**src/rtl/wb_fifo_slave.sv**
```systemverilog
// wb_fifo_slave: Wishbone classic slave exposing ID, CTRL, STATUS and a
// host-to-device TX FIFO plus a device-to-host RX FIFO.
module wb_fifo_slave #(
    parameter int DEPTH_LOG2 = 2
) (
    input  logic        clk,
    input  logic        reset,
    input  logic        wb_CYC,
    input  logic        wb_STB,
    input  logic        wb_WE,
    input  logic [13:0] wb_ADR,
    input  logic [3:0]  wb_SEL,
    input  logic [31:0] wb_DAT_MOSI,
    output logic [31:0] wb_DAT_MISO,
    output logic        wb_ACK,
    output logic [31:0] tx_data,
    output logic        tx_valid,
    input  logic        tx_ready,
    input  logic [31:0] rx_data,
    input  logic        rx_valid,
    output logic        rx_ready,
    output logic        irq
);

    localparam int DEPTH = 1 << DEPTH_LOG2;
    localparam logic [31:0] ID_WORD = 32'h5542_4601;

    typedef logic [DEPTH_LOG2:0]   lvl_t;
    typedef logic [DEPTH_LOG2-1:0] ptr_t;

    // Control / sticky state
    logic enable, rx_irq_en, tx_irq_en;
    logic tx_ovf, rx_unf;

    // FIFO storage and bookkeeping; level is kept apart from the pointers
    // so that full and empty are distinguishable when the pointers match.
    logic [31:0] tx_mem [DEPTH];
    logic [31:0] rx_mem [DEPTH];
    ptr_t        tx_rd, tx_wr, rx_rd, rx_wr;
    lvl_t        tx_level, rx_level;

    logic tx_empty, tx_full, rx_empty, rx_full;
    logic req, hit, wr_ok, rd_ok;
    logic ctrl_wr, stat_wr, txd_wr, rxd_rd;
    logic tx_flush, rx_flush;
    logic tx_push, tx_pop, rx_push, rx_pop;
    logic [2:0]  reg_sel;
    logic [31:0] status_word, rd_data;

    assign tx_empty = (tx_level == '0);
    assign tx_full  = (tx_level == lvl_t'(DEPTH));
    assign rx_empty = (rx_level == '0);
    assign rx_full  = (rx_level == lvl_t'(DEPTH));

    // A request is only taken while ACK is low, so at most every other cycle
    assign req     = wb_CYC & wb_STB & ~wb_ACK;
    assign hit     = (wb_ADR[13:3] == 11'd0);
    assign reg_sel = wb_ADR[2:0];
    assign wr_ok   = req & wb_WE & hit & (wb_SEL == 4'hF);
    assign rd_ok   = req & ~wb_WE & hit;

    assign ctrl_wr = wr_ok & (reg_sel == 3'd1);
    assign stat_wr = wr_ok & (reg_sel == 3'd2);
    assign txd_wr  = wr_ok & (reg_sel == 3'd3);
    assign rxd_rd  = rd_ok & (reg_sel == 3'd4);

    assign tx_flush = ctrl_wr & wb_DAT_MOSI[8];
    assign rx_flush = ctrl_wr & wb_DAT_MOSI[9];

    // Device-side handshakes and irq come from registered state only
    assign tx_valid = enable & ~tx_empty;
    assign tx_data  = tx_mem[tx_rd];
    assign rx_ready = enable & ~rx_full;
    assign irq      = (rx_irq_en & ~rx_empty) | (tx_irq_en & tx_empty);

    // Full-ness is judged on pre-edge state, so a push into a full FIFO is
    // dropped even if the consumer pops on the same edge.
    assign tx_push = txd_wr & ~tx_full;
    assign tx_pop  = tx_valid & tx_ready;
    assign rx_push = rx_valid & rx_ready;
    assign rx_pop  = rxd_rd & ~rx_empty;

    // STATUS image built from pre-edge state
    always_comb begin
        status_word = '0;
        status_word[DEPTH_LOG2:0]     = tx_level;
        status_word[4]                = tx_full;
        status_word[5]                = tx_empty;
        status_word[8+DEPTH_LOG2:8]   = rx_level;
        status_word[12]               = rx_full;
        status_word[13]               = rx_empty;
        status_word[16]               = tx_ovf;
        status_word[17]               = rx_unf;
    end

    // Read mux; unmapped, out-of-window and write accesses return 0
    always_comb begin
        rd_data = '0;
        if (rd_ok) begin
            case (reg_sel)
                3'd0:    rd_data = ID_WORD;
                3'd1:    rd_data = {29'd0, tx_irq_en, rx_irq_en, enable};
                3'd2:    rd_data = status_word;
                3'd4:    rd_data = rx_empty ? 32'd0 : rx_mem[rx_rd];
                default: rd_data = '0;
            endcase
        end
    end

    // Bus response, CTRL register and sticky error flags
    always_ff @(posedge clk) begin
        if (reset) begin
            wb_ACK      <= 1'b0;
            wb_DAT_MISO <= '0;
            enable      <= 1'b0;
            rx_irq_en   <= 1'b0;
            tx_irq_en   <= 1'b0;
            tx_ovf      <= 1'b0;
            rx_unf      <= 1'b0;
        end else begin
            wb_ACK <= req;
            if (req)
                wb_DAT_MISO <= rd_data;
            if (ctrl_wr) begin
                enable    <= wb_DAT_MOSI[0];
                rx_irq_en <= wb_DAT_MOSI[1];
                tx_irq_en <= wb_DAT_MOSI[2];
            end
            if (txd_wr & tx_full)
                tx_ovf <= 1'b1;
            else if (stat_wr & wb_DAT_MOSI[16])
                tx_ovf <= 1'b0;
            if (rxd_rd & rx_empty)
                rx_unf <= 1'b1;
            else if (stat_wr & wb_DAT_MOSI[17])
                rx_unf <= 1'b0;
        end
    end

    // TX FIFO: host pushes, device pops; flush overrides both
    always_ff @(posedge clk) begin
        if (reset) begin
            tx_rd    <= '0;
            tx_wr    <= '0;
            tx_level <= '0;
            for (int i = 0; i < DEPTH; i++)
                tx_mem[i] <= '0;
        end else if (tx_flush) begin
            tx_rd    <= '0;
            tx_wr    <= '0;
            tx_level <= '0;
        end else begin
            if (tx_push) begin
                tx_mem[tx_wr] <= wb_DAT_MOSI;
                tx_wr         <= tx_wr + ptr_t'(1);
            end
            if (tx_pop)
                tx_rd <= tx_rd + ptr_t'(1);
            case ({tx_push, tx_pop})
                2'b10:   tx_level <= tx_level + lvl_t'(1);
                2'b01:   tx_level <= tx_level - lvl_t'(1);
                default: tx_level <= tx_level;
            endcase
        end
    end

    // RX FIFO: device pushes, host RXDATA reads pop; flush overrides both
    always_ff @(posedge clk) begin
        if (reset) begin
            rx_rd    <= '0;
            rx_wr    <= '0;
            rx_level <= '0;
            for (int i = 0; i < DEPTH; i++)
                rx_mem[i] <= '0;
        end else if (rx_flush) begin
            rx_rd    <= '0;
            rx_wr    <= '0;
            rx_level <= '0;
        end else begin
            if (rx_push) begin
                rx_mem[rx_wr] <= rx_data;
                rx_wr         <= rx_wr + ptr_t'(1);
            end
            if (rx_pop)
                rx_rd <= rx_rd + ptr_t'(1);
            case ({rx_push, rx_pop})
                2'b10:   rx_level <= rx_level + lvl_t'(1);
                2'b01:   rx_level <= rx_level - lvl_t'(1);
                default: rx_level <= rx_level;
            endcase
        end
    end

endmodule

```
**config.mk**
```make
export PLATFORM = sky130hd
export DESIGN_NAME = wb_fifo_slave
export DESIGN_NICKNAME = d
export VERILOG_FILES = /design/src/rtl/wb_fifo_slave.sv
export SDC_FILE = /design/constraint.sdc
export NUM_CORES = 1
export LEC_CHECK = 0
export ABC_CLOCK_PERIOD_IN_PS = 8170
export CORE_ASPECT_RATIO = 0.7
export CORE_MARGIN = 2
export CORE_UTILIZATION = 40
export DETAILED_ROUTE_END_ITERATION = 10
export PLACE_DENSITY = 0.68
export SLEW_MARGIN = 5
export SYNTH_ARGS = -nofsm -noshare
export SYNTH_HDL_FRONTEND = slang
export SYNTH_SLANG_ARGS = --single-unit
```
**constraint.sdc**
```tcl
create_clock -name clk -period 8.17 [get_ports clk]
set_input_delay 1.634 -clock clk [delete_from_list [all_inputs] [get_ports clk]]
set_output_delay 1.634 -clock clk [all_outputs]
set_load 0.05 [all_outputs]
```
==> results of run 1 <==
[kinds of logic (layout without fill, tap and decap cells)]
group | Yosys count | after routing | share of synthesized area [%]
buf+inv | 134 | 281 | 3.964
xor+xnor | 10 | 10 | 0.6454
flops | 312 | 312 | 64.90
simple gates | 418 | 418 | 15.39
fa+ha+maj | 4 | 4 | 0.4794
compound gates | 87 | 87 | 4.001
mux | 64 | 64 | 10.62
[cells in the final DEF, fill, tap and decap left out, types with 4 or more instances in the layout]
master | netlist | final
clkbuf_16 | 0 | 37
dfxtp_2 | 0 | 4
inv_1 | 43 | 43
a21oi_1 | 32 | 32
mux4_2 | 64 | 64
buf_4 | 0 | 20
dfxtp_1 | 56 | 52
nand2_1 | 73 | 73
clkbuf_1 | 56 | 12
and3_1 | 7 | 7
o21ai_0 | 25 | 20
xor2_1 | 7 | 7
nor3_1 | 135 | 135
clkdlybuf4s50_1 | 0 | 155
nand4_1 | 18 | 18
or3_1 | 5 | 5
clkinv_2 | 0 | 7
edfxtp_1 | 256 | 256
nor4_1 | 62 | 62
nor2_1 | 91 | 91
a22oi_1 | 5 | 5
[through the flow]
step	total power (W)	utilization, %	setup slack (ps)	area, um^2
floorplan	0.001906	-	1841	13570
global placement	0.002002	46.47	2341	15530
detailed placement	0.002006	46.47	2268	15530
CTS	0.003432	49.57	2761	16570
global route	0.003504	49.57	2457	16570
finish	0.003407	49.57	2718	16570
[worst min-delay path, delay by kind of cell, from the launching register on]
kind             cells  cell delay (ps)
AO/OA/AOI/OAI        1               50
flip-flops           1              300
AND/OR/NAND/NOR      1               50
[per-layer routing]
metal / part of all wire (%) / vias up / GRT usage (%)
met5: 0 / - / 0
met4: 2.3 / 0 / 5.746
met3: 8.1 / 50 / 4.993
met2: 45 / 351 / 30.15
met1: 45 / 4522 / 27.87
li1: - / 4204 / -
[cell usage after synthesis (all sizes together), types with 5 or more instances]
library cell  number  area, um^2
edfxtp           256        7687
nor3             136       685.7
nor2              91       341.6
nand2             73       274.0
mux4              64        1441
nor4              63       400.4
clkbuf            56       210.2
dfxtp             56        1121
inv               44       165.2
buf               34       162.7
a21oi             32       160.2
o21ai             25       125.1
nand4             19       125.1
and3               7       43.79
xor2               7       61.31
o31ai              6       55.05
a22oi              5       37.54
or3                5       31.28
[sequential cells by signal, indices dropped and copies added, names as in the netlist, 2 cells and up, named ones only]
signal	count
tx_rd	2
tx_wr	2
wb_DAT_MISO	32
tx_level	3
rx_rd	2
tx_mem	128
rx_mem	128
rx_wr	2
rx_level	3
[cell type report]
| class | instances | area, um^2 |
|---|---|---|
| well taps | 435 | 544.3 |
| inverters | 44 | 165.2 |
| flip-flops and latches | 312 | 8813 |
| clock buffers | 49 | 970.9 |
| clock inverters | 12 | 65.06 |
| repair buffers | 176 | 1707 |
| multi-input cells | 583 | 4300 |
| fillers | 2842 | 16860 |
[worst max-delay path by stage]
stage / startpoint / end / slack [ps] / cells after the start
floorplan: wb_ADR[5] / tx_mem[1][0] / 1840 / 4
global placement: wb_ADR[4] / tx_mem[2][18] / 2340 / 5
detailed placement: wb_ADR[4] / tx_mem[2][15] / 2270 / 5
CTS: wb_ADR[4] / tx_mem[2][24] / 2760 / 5
global route: wb_ADR[4] / tx_mem[2][20] / 2460 / 5
finish: wb_ADR[4] / tx_mem[2][20] / 2720 / 5
[power groups by stage]
stage                     Combinational [W]  Sequential (W)  Clock [W]
after CTS                          0.000191         0.00178    0.00146
final                              0.000189         0.00178    0.00144
after global placement             0.000189         0.00181          0
after detailed placement           0.000190         0.00182          0
after global routing               0.000201         0.00179    0.00152
after floorplan                   0.0000931         0.00181          0
==> out/summary.md, run 1 <==
The transition time at the pin with the least slew margin is 1217 ps, and the number of flops mapped to enable cells by yosys is 256. The slowest stage of the critical path is the o21ai_4 cell. The first global-routing pass estimated 53700 um of wire. The floorplan die height is 158.1 um, and the maximum single-stage delay on the critical path is 1230 ps. Power spread over the standard cell area amounts to 205.7 nW/um^2.

The clock network accounts for 42.2% of the total power. The worst setup path is launched from an input port. Once the clock tree was built, the setup fixing pass inserted 0 buffers. For the finished layout, the period the worst path requires is 5452 ps. Detailed routing inserted a total of 9127 vias.

For the internal power, the log shows 0.002671 W. The flow ran to the end, and the final reports show no timing, DRC or antenna violations. The number of placed I/O pins is 157, and the number of antenna-violating nets in the routed design is 0. The netlist uses 55 different library cells.

The core footprint was 33420 um^2; the number of input and output port buffers inserted was 156. For this design the static power due to leakage is 5.292 nW. The share of cells above drive strength 1 was 13.01%. For the maximum achievable frequency, the log shows 183.4 MHz. The net count of the finished layout is 1244. Setup repair after global routing left no endpoint under its margin. The logs give 0 for the DRC violation count after routing and 74 for the largest net degree at the start of global routing. The number of max-slew violations in the final report came out at 0. In this run the tightest slew margin relative to its limit is 18.60%.

The floorplan row count was 56; the effective utilization at floorplan was 40.61%. The congestion estimate from routability-driven global placement came to 0.7715. The number of failing hold endpoints at the final stage is 0.

The logs give 9106 for the via count of the first global-routing pass and 450.5 ps for the worst slack on hold paths. For flop-to-flop paths, the worst setup slack is 4010 ps. Of the available clock period, the critical path in the final layout requires 66.73%. The switching power came out at 0.0007356 W.

The startpoint identified for the worst hold timing path is wb_DAT_MISO[11]. The worst min-delay path category is flip-flop to flip-flop. STA classifies the critical path endpoint as a flip-flop. The most used flip-flop cell after synthesis is edfxtp_1.

Flip-flop and latch count after synthesis: 312. For the total wire length, the log shows 34720 um. Total congestion overflow: 0. The startpoint of the lowest-slack register-to-register path was wb_ACK.

Global routing used 19.70% of the available tracks across all layers. Number of clock sinks: 312. At the worst endpoint, the required time is 8280 ps.

The post-synthesis async set-or-reset flop share was 0%; the filler-free cell count of the finished design was 1611. The tools report the share of total power in sequential cells as 52.3%. The number of synthesis warnings was 0; the worst reg-to-reg path cell count was 4.

The die is 224.2 um wide. The end of the worst register-to-register path was tx_mem[2][20]. The detailed router finished its first iteration with 969 violations.

The number of search-and-repair iterations in the first detailed-routing pass was 5; the mean number of vias per cell was 5.665. The count of antenna diodes in the layout was 0; the cts-stage hold buffer count was 0. The post-detailed-route wirelength per cell works out to 21.55 um. The tool flagged a number of max-cap violations equal to 0.

Of the total power, combinational logic draws 5.5%. Across the routed clock network, the largest skew measured is 19.11 ps. The number of antenna violations at the first check in global routing is 0, and the number of instances in the synthesized netlist is 1029. TritonCTS built the clock tree. Adding up every negative setup slack in the final design gives 0 ps.

The tools report the cell count after placement as 1550. Post-synthesis sequential area ratio: 64.90%. The run gives 35440 um^2 as the overall die area. In this run the cell area of the synthesized design comes to 13570 um^2.

The path with the worst hold slack has its endpoint at wb_DAT_MISO[11]. The tools report the maximum root-to-sink buffer count as 3. The number of resized instances in the post-cts repair step was 0; the worst hold path cell count was 2. Setup violations remaining at the end of the flow were counted as 0. The mean instance size in the synthesized netlist is 13.19 um^2.

Clock edge transition at the registers on the reported setup and hold paths: 60 ps. The class of the most critical setup path was input port to flip-flop. Clock latency on the worst-skew pair, taken at its later pin, is 510 ps.

The CTS root buffer was clkbuf_16. The worst path buffer plus inverter count works out to 1. Synthesis produced a netlist with a net count of 1122. The kind of cell with the highest combined delay on the critical path is simple AND/OR/NAND/NOR gates. Net switching is 21.59% of the power.

CTS built an H-tree with a depth of 2. Traced cell by cell, the critical path runs through clkdlybuf4s50_1 > nor3_1 > and3_1 > nand4b_1 > o21ai_4. VDD sags by at most 113.0 uV. The area growth from synthesis to layout is 22.06%.

The HPWL after detailed placement is 21820 um. Along the worst path, the maximum fanout reaches 32. In this run, CTS created clock tree buffers numbering 34.

Data arrives at the worst endpoint at 5560 ps.
No activity file was read; power rests on OpenSTA's default activity.
==> inputs of run 2 (changes only) <==
--- a/config.mk
+++ b/config.mk
@@ -5,7 +5,7 @@
 export SDC_FILE = /design/constraint.sdc
 export NUM_CORES = 1
 export LEC_CHECK = 0
-export ABC_CLOCK_PERIOD_IN_PS = 8170
+export ABC_CLOCK_PERIOD_IN_PS = 5400
 export CORE_ASPECT_RATIO = 0.7
 export CORE_MARGIN = 2
 export CORE_UTILIZATION = 40
==> constraint.sdc (replaced) <==
create_clock -name clk -period 5.4 [get_ports clk]
set_input_delay 1.08 -clock clk [delete_from_list [all_inputs] [get_ports clk]]
set_output_delay 1.08 -clock clk [all_outputs]
set_load 0.05 [all_outputs]
==> run 2 against run 1 <==
  * Final area up 1.0%
  * Combinational power increased by 53%
  * Sequential share of layout area fell by 0.53 points
  * Critical path depth shrank 2
  * Hold slack better by 1.9 ps
  * Total power grew 56%
  * Non-clock buffer count up 5
  * Wire length rose by 2.7%
  * Global-route usage grew 0.57 points
  * Flip-flop and latch count stayed put
==> out/summary.md, run 2 (same netlist as run 1, synthesis figures left out) <==
The mean number of vias per cell is 5.766, and the number of antenna violations at the first check in global routing is 1. After clock tree synthesis, the clock-pin slew on the worst setup and hold paths is 60 ps. The library cells used most frequently in the layout, excluding fill and tap cells, are 256 x edfxtp_1, 155 x clkdlybuf4s50_1, 135 x nor3_1.

The run gives 3 as the maximum root-to-sink buffer count. The tools report the overall die area as 35440 um^2. The signal on the critical path passes through buf_4 > mux4_2 > clkdlybuf4s50_1.

The maximum single-stage delay on the critical path is 730 ps, and the post-CTS setup-driven buffer insertion count is 0. Headroom to the max-slew limit came out at 19.00%. The tightest min-delay check is of the flip-flop to flip-flop type.

Clock latency on the worst-skew pair, taken at its later pin, is 510 ps. Total number of H-tree levels: 2. The largest clock skew in the final design came out at 18.18 ps. The number of vias after detailed routing was 9324. Setup repair after global routing left no endpoint under its margin. The floorplan step set the die height to 158.1 um.

In this run the static leakage power is 5.380 nW. The flow ran to the end, and the final reports show no timing, DRC or antenna violations. The worst endpoint data arrival time is 2890 ps.

Kind of launch point of the worst setup path: a flip-flop. STA classifies the critical path endpoint as a primary output. The maximum fanout along the worst path was 16. The internal power is 0.004176 W, and the detailed placer's ending HPWL is 22280 um. Of the available clock period, the critical path in the final layout requires 73.52%.

The logs give 312 for the number of clock sinks and 50.7% for the share of total power in sequential cells. The global placer's final weighted congestion was 0.7820; the share of cells above drive strength 1 was 13.97%. The clock period minus final worst setup slack was 3970 ps. Number of antenna-violating nets in the routed design: 0. For the number of max-slew violations in the final report, the log shows 0. Counting the fill cells in the layout gives 2898. The effective utilization at floorplan was 40.61%; the proportion of power drawn by combinational gates was 5.4%. Together, buffers and inverters on the worst path number 2. The total negative slack for setup checks is 0 ps. The logs give 54750 um for the first-pass GRT wire length and 452.4 ps for the worst slack on hold paths.

The floorplan row count is 56. The transition time at the pin with the least slew margin came out at 1214 ps. The total routing resource utilization after global routing came out at 20.27%. The total overflow left after global routing is 0.

The max-capacitance violation count was 0. For this design the total switching power over the nets is 0.001141 W. The CTS root buffer was clkbuf_16. The number of failing hold endpoints at the final stage was 0; the number of resized instances in the post-cts repair step was 0.

The total number of nets in the final design was 1249; the DRC violation count after routing was 0. The DRC marker count from the first detailed-route iteration was 975; the maximum achievable frequency was 251.9 MHz. In the final layout, the registers with the most flip-flops are rx_mem (128), tx_mem (128), wb_DAT_MISO (32). On the critical path the largest part of the delay comes from buffers and inverters. For the largest net degree at the start of global routing, the log shows 81. Compared with the post-synthesis result, the final layout area differs by 23.30%.

The class of the most critical setup path is flip-flop to primary output. For the worst setup path, the data required time is 4320 ps. The total wire length was 35670 um; the total power divided by cell area was 317.8 nW/um^2. Via count of the first global-routing pass: 9261.

Of the total power, the clock network draws 43.9%. The horizontal extent of the die was 224.2 um; the cts-stage hold buffer count was 0. The run gives 0 as the final count of negative-setup-slack endpoints. TritonCTS built the clock tree.

In the final routed layout, each cell accounts on average for 22.06 um. The run gives 0.005317 W as the overall power after layout. Before antenna repair, the detailed router went through 5 iterations. Maximum ir drop on the vdd rail: 186.7 uV.

The most frequent standard cell in the layout excluding fill and tap cells was edfxtp_1. The number of placed I/O pins came out at 157. Input and output buffers added on the ports amount to 156. Cell with the largest stage delay on the worst path: clkdlybuf4s50_1. The switching share of power works out to 21.46%.

Counting the buffers created by CTS gives 34. The region available for standard cell placement spans 33420 um^2.
run 2: changes by cell type in the layout (fill, tap and decap cells not counted), moves of 2 or more:
cell	previous run	this run
buf_4	20	24
bufinv_16	0	2
clkbuf_1	12	5
clkbuf_8	0	3
clkinv_2	7	4
clkinvlp_4	1	3
run 2: final cells by class:
| type | instances | area [um^2] | area share, % |
|---|---|---|---|
| inverters | 44 | 165.2 | 0.9870 |
| clock buffers | 45 | 985.9 | 5.892 |
| clock inverters | 16 | 151.4 | 0.9047 |
| diodes | 1 | 2.502 | 0.01495 |
| flip-flops and latches | 312 | 8813 | 52.67 |
| well taps | 435 | 544.3 | 3.253 |
| repair buffers | 181 | 1757 | 10.50 |
| multi-input cells | 583 | 4314 | 25.78 |
run 2: power by group through the flow:
stage	Clock (W)	Sequential (W)	Combinational, W
floorplan	0	0.00274	0.000141
global placement	0	0.00274	0.000287
detailed placement	0	0.00275	0.000289
CTS	0.00236	0.00270	0.000290
global route	0.00246	0.00270	0.000306
finish	0.00233	0.00270	0.000289
run 2: path summary, 6_finish.rpt:
check | startpoint | to | slack, ps | depth (start not counted)
max reg2reg | wb_ACK | rx_mem[3][8] | 2370 | 6
min | wb_DAT_MISO[14] | wb_DAT_MISO[14] | 450 | 2
min reg2reg | wb_DAT_MISO[14] | wb_DAT_MISO[14] | 450 | 2
max | flip-flop | tx_data[23] | 1430 | 3
run 2: worst reg2reg max path: cells and delay by family (launching register included):
family,cells,cell delay [ps]
AOI/OAI and AO/OA,2,1120
buffers and inverters,2,680
and+or+nand+nor,2,550
DFF,1,340
run 2: layer usage:
layer	share of wire (%)	global-route usage [%]
met4	2.1	5.873
met3	7.3	4.065
met2	45	30.85
met5	0	0
met1	46	29.59
run 2: through the flow:
step	worst slack, ps	cell area [um^2]	util (%)	std cells
final	1430	16730	50.07	1617
after global routing	1253	16730	50.07	1617
after CTS	1348	16730	50.06	1616
after detailed placement	1177	15590	46.66	1555
after global placement	1281	15590	46.66	1555
after floorplan	433.8	13580	-	1029
==> inputs of run 3 (changes only) <==
--- a/config.mk
+++ b/config.mk
@@ -5,7 +5,7 @@
 export SDC_FILE = /design/constraint.sdc
 export NUM_CORES = 1
 export LEC_CHECK = 0
-export ABC_CLOCK_PERIOD_IN_PS = 5400
+export ABC_CLOCK_PERIOD_IN_PS = 3700
 export CORE_ASPECT_RATIO = 0.7
 export CORE_MARGIN = 2
 export CORE_UTILIZATION = 40
==> constraint.sdc (replaced) <==
create_clock -name clk -period 3.7 [get_ports clk]
set_input_delay 0.74 -clock clk [delete_from_list [all_inputs] [get_ports clk]]
set_output_delay 0.74 -clock clk [all_outputs]
set_load 0.05 [all_outputs]
==> run 3 against run 2 <==
  * Global-route usage shrank 0.14 points
  * Clock power grew 34%
  * Wire length shrank 0.37%
  * Critical path type unchanged
  * Final area grew 0.77%
  * Count of clock-buffer cells in the layout shrank 7
  * Worst setup slack lost 1200 ps
  * Register-to-register slack lost 1400 ps
  * Sequential power grew 46%
  * Die area is the same
  * Largest power group unchanged
  * Core utilization grew 0.39 points
  * First-iteration DRC count shrank 8.4%
  * Non-clock buffer count grew 19
==> out/summary.md, run 3 (same netlist as run 1, synthesis figures left out) <==
Horizontal extent of the die: 224.2 um. The largest net degree at the start of global routing was 105. The total power divided by cell area was 444.4 nW/um^2. The cts-stage hold buffer count is 0. Wire segments on met2 add up to 16030 um in the final route. The tools report the overall power after layout as 0.007494 W. The tools report the number of max-slew violations in the final report as 0.

For the DRC violation count after routing, the log shows 0. The clock edge transition at the registers on the reported setup and hold paths is 60 ps. The floorplan row count was 56; the number of input and output port buffers inserted was 156. The first detailed-routing pass ran for 5 iterations.

For the flop-to-flop setup slack, the log shows 960 ps. The number of gates resized after CTS was 0. For the worst setup path, the data arrival time is 2750 ps. The number of antenna violations at the first check in global routing is 0, and the total routing resource utilization after global routing is 20.13%. For the final routed database, the setup TNS stands at 0 ps. Headroom to the max-slew limit came out at 22.23%. The tools report the effective utilization at floorplan as 40.61%. The first global-routing pass estimated 54660 um of wire. The largest registers in the layout are rx_mem (128), tx_mem (128), wb_DAT_MISO (32).

The endpoint required time on the critical path was 2960 ps. The clock period minus final worst setup slack was 3490 ps; the post-detailed-route wirelength per cell was 21.77 um. At the end of routability-driven placement, the weighted congestion stood at 0.7983. For the total number of H-tree levels, the log shows 1. The endpoint kind of the worst setup timing path was a primary output. For the latest clock arrival within the worst-skew pair, the log shows 560 ps. For the count of antenna diodes in the layout, the log shows 0. The worst register-to-register path ends at tx_level[2].

The floorplan die height came out at 158.1 um. The post-route netlist has 14.87% of its cells at a drive strength greater than 1. Once detail routing completed, the nets flagged for antenna violations numbered 0. The worst path meets setup with 209.8 ps of slack. The largest clock skew in the final design was 11.16 ps; the overall die area was 35440 um^2. Setup repair after global routing left no endpoint under its margin.

The worst min-delay path category was flip-flop to flip-flop. Across the run, the number of max-cap violations was 0. The highest metal layer with signal wires is met4.

The run gives 213.6 ps as the post-placement worst setup slack. The transition time at the pin with the least slew margin works out to 1162 ps. The met3 wire length was 2896 um; the number of placed I/O pins was 157.

Maximum achievable frequency: 286.5 MHz. The clock passes through at most 3 buffers. The worst register-to-register path begins at tx_level[2]. The flow ran to the end, and the final reports show no timing, DRC or antenna violations. The number of vias after detailed routing was 9314.

After the first detailed-routing iteration, the DRC count stood at 893. The worst register-to-register path has a depth of 11. The total area inside the core boundary comes to 33420 um^2. Most frequent standard cell in the layout excluding fill and tap cells: edfxtp_1. After layout, the worst path uses 94.33% of the clock period. The CTS buffer count was 31; the number of failing hold endpoints at the final stage was 0. STA classifies the critical path startpoint as a flip-flop.

Relative to the synthesized area, the layout overhead comes to 24.25%. TritonCTS built the clock tree. The final count of negative-setup-slack endpoints came out at 0. The most critical setup path has its endpoint at tx_data[28]. The mean number of vias per cell is 5.707, and the post-CTS setup-driven buffer insertion count is 0. The worst hold path cell count came out at 2. For this run the aggregate overflow at the end of global routing stands at 0. CTS saw 312 sinks. Leaving out fill and tap cells, the most frequent cells in the layout are 256 x edfxtp_1, 155 x clkdlybuf4s50_1, 135 x nor3_1. The class of the most critical setup path was flip-flop to primary output. After legalization and detailed placement, the total HPWL measured 22690 um.

For the total wire length, the log shows 35530 um. Across the VDD grid, the largest voltage drop is 262.7 uV. The tools report the total number of nets in the final design as 1265. In the final routing, the length of wire on met1 measures 15910 um. The instance area after placement was 15850 um^2; the static power due to leakage was 5.462 nW. The finished cells cover 16860 um^2. Along the worst path, the maximum fanout reaches 23.

The via count of the first global-routing pass was 9111. The CTS root buffer is clkbuf_16.
[run 3: cell count changes in the layout (fill, tap and decap cells not counted), sizes merged]
cell / previous run / this run
diode: 1 / 0
clkinvlp: 3 / 2
clkinv: 10 / 14
buf: 26 / 45
clkbuf: 45 / 38
bufinv: 2 / 3
[run 3: per-layer routing]
layer	global-route usage (%)	up-vias
met3	3.916	44
met1	29.99	4629
met2	30.57	398
li1	-	4243
met4	4.635	0
met5	0	-
[run 3: worst min-delay path by stage]
stage               slack, ps              end             from
floorplan                 450        flip-flop         rx_rd[1]
global route              470  wb_DAT_MISO[20]  wb_DAT_MISO[20]
CTS                       460  wb_DAT_MISO[10]  wb_DAT_MISO[10]
detailed placement        440  wb_DAT_MISO[10]  wb_DAT_MISO[10]
global placement          440  wb_DAT_MISO[10]  wb_DAT_MISO[10]
finish                    450  wb_DAT_MISO[10]  wb_DAT_MISO[10]
[run 3: area by class of cell]
class                   count  area (um^2)
clock buffers              38        842.1
clock inverters            20        175.2
fillers                  2849        16560
inverters                  44        165.2
multi-input cells         583         4312
flip-flops and latches    312         8812
well taps                 435        544.3
repair buffers            200         2012
[run 3: power breakdown]
part	internal, W	switching (W)
logic	0.000177	0.000261
registers	0.00390	0.0000308
clock network	0.00182	0.00131
[run 3: worst max-delay path, stage by stage (launching register included)]
cell and delay, ps:
dfxtp_2 570, buf_12 280, mux4_2 520, clkdlybuf4s50_1 790
[run 3: stage by stage]
| step | hold slack (ps) | util (%) | instances |
|---|---|---|---|
| finish | 451.8 | 50.45 | 1632 |
| global route | 472.4 | 50.45 | 1632 |
| CTS | 458.3 | 50.45 | 1632 |
| detailed placement | 443.3 | 47.41 | 1574 |
| global placement | 439.3 | 47.41 | 1574 |
| floorplan | 452.9 | - | 1029 |
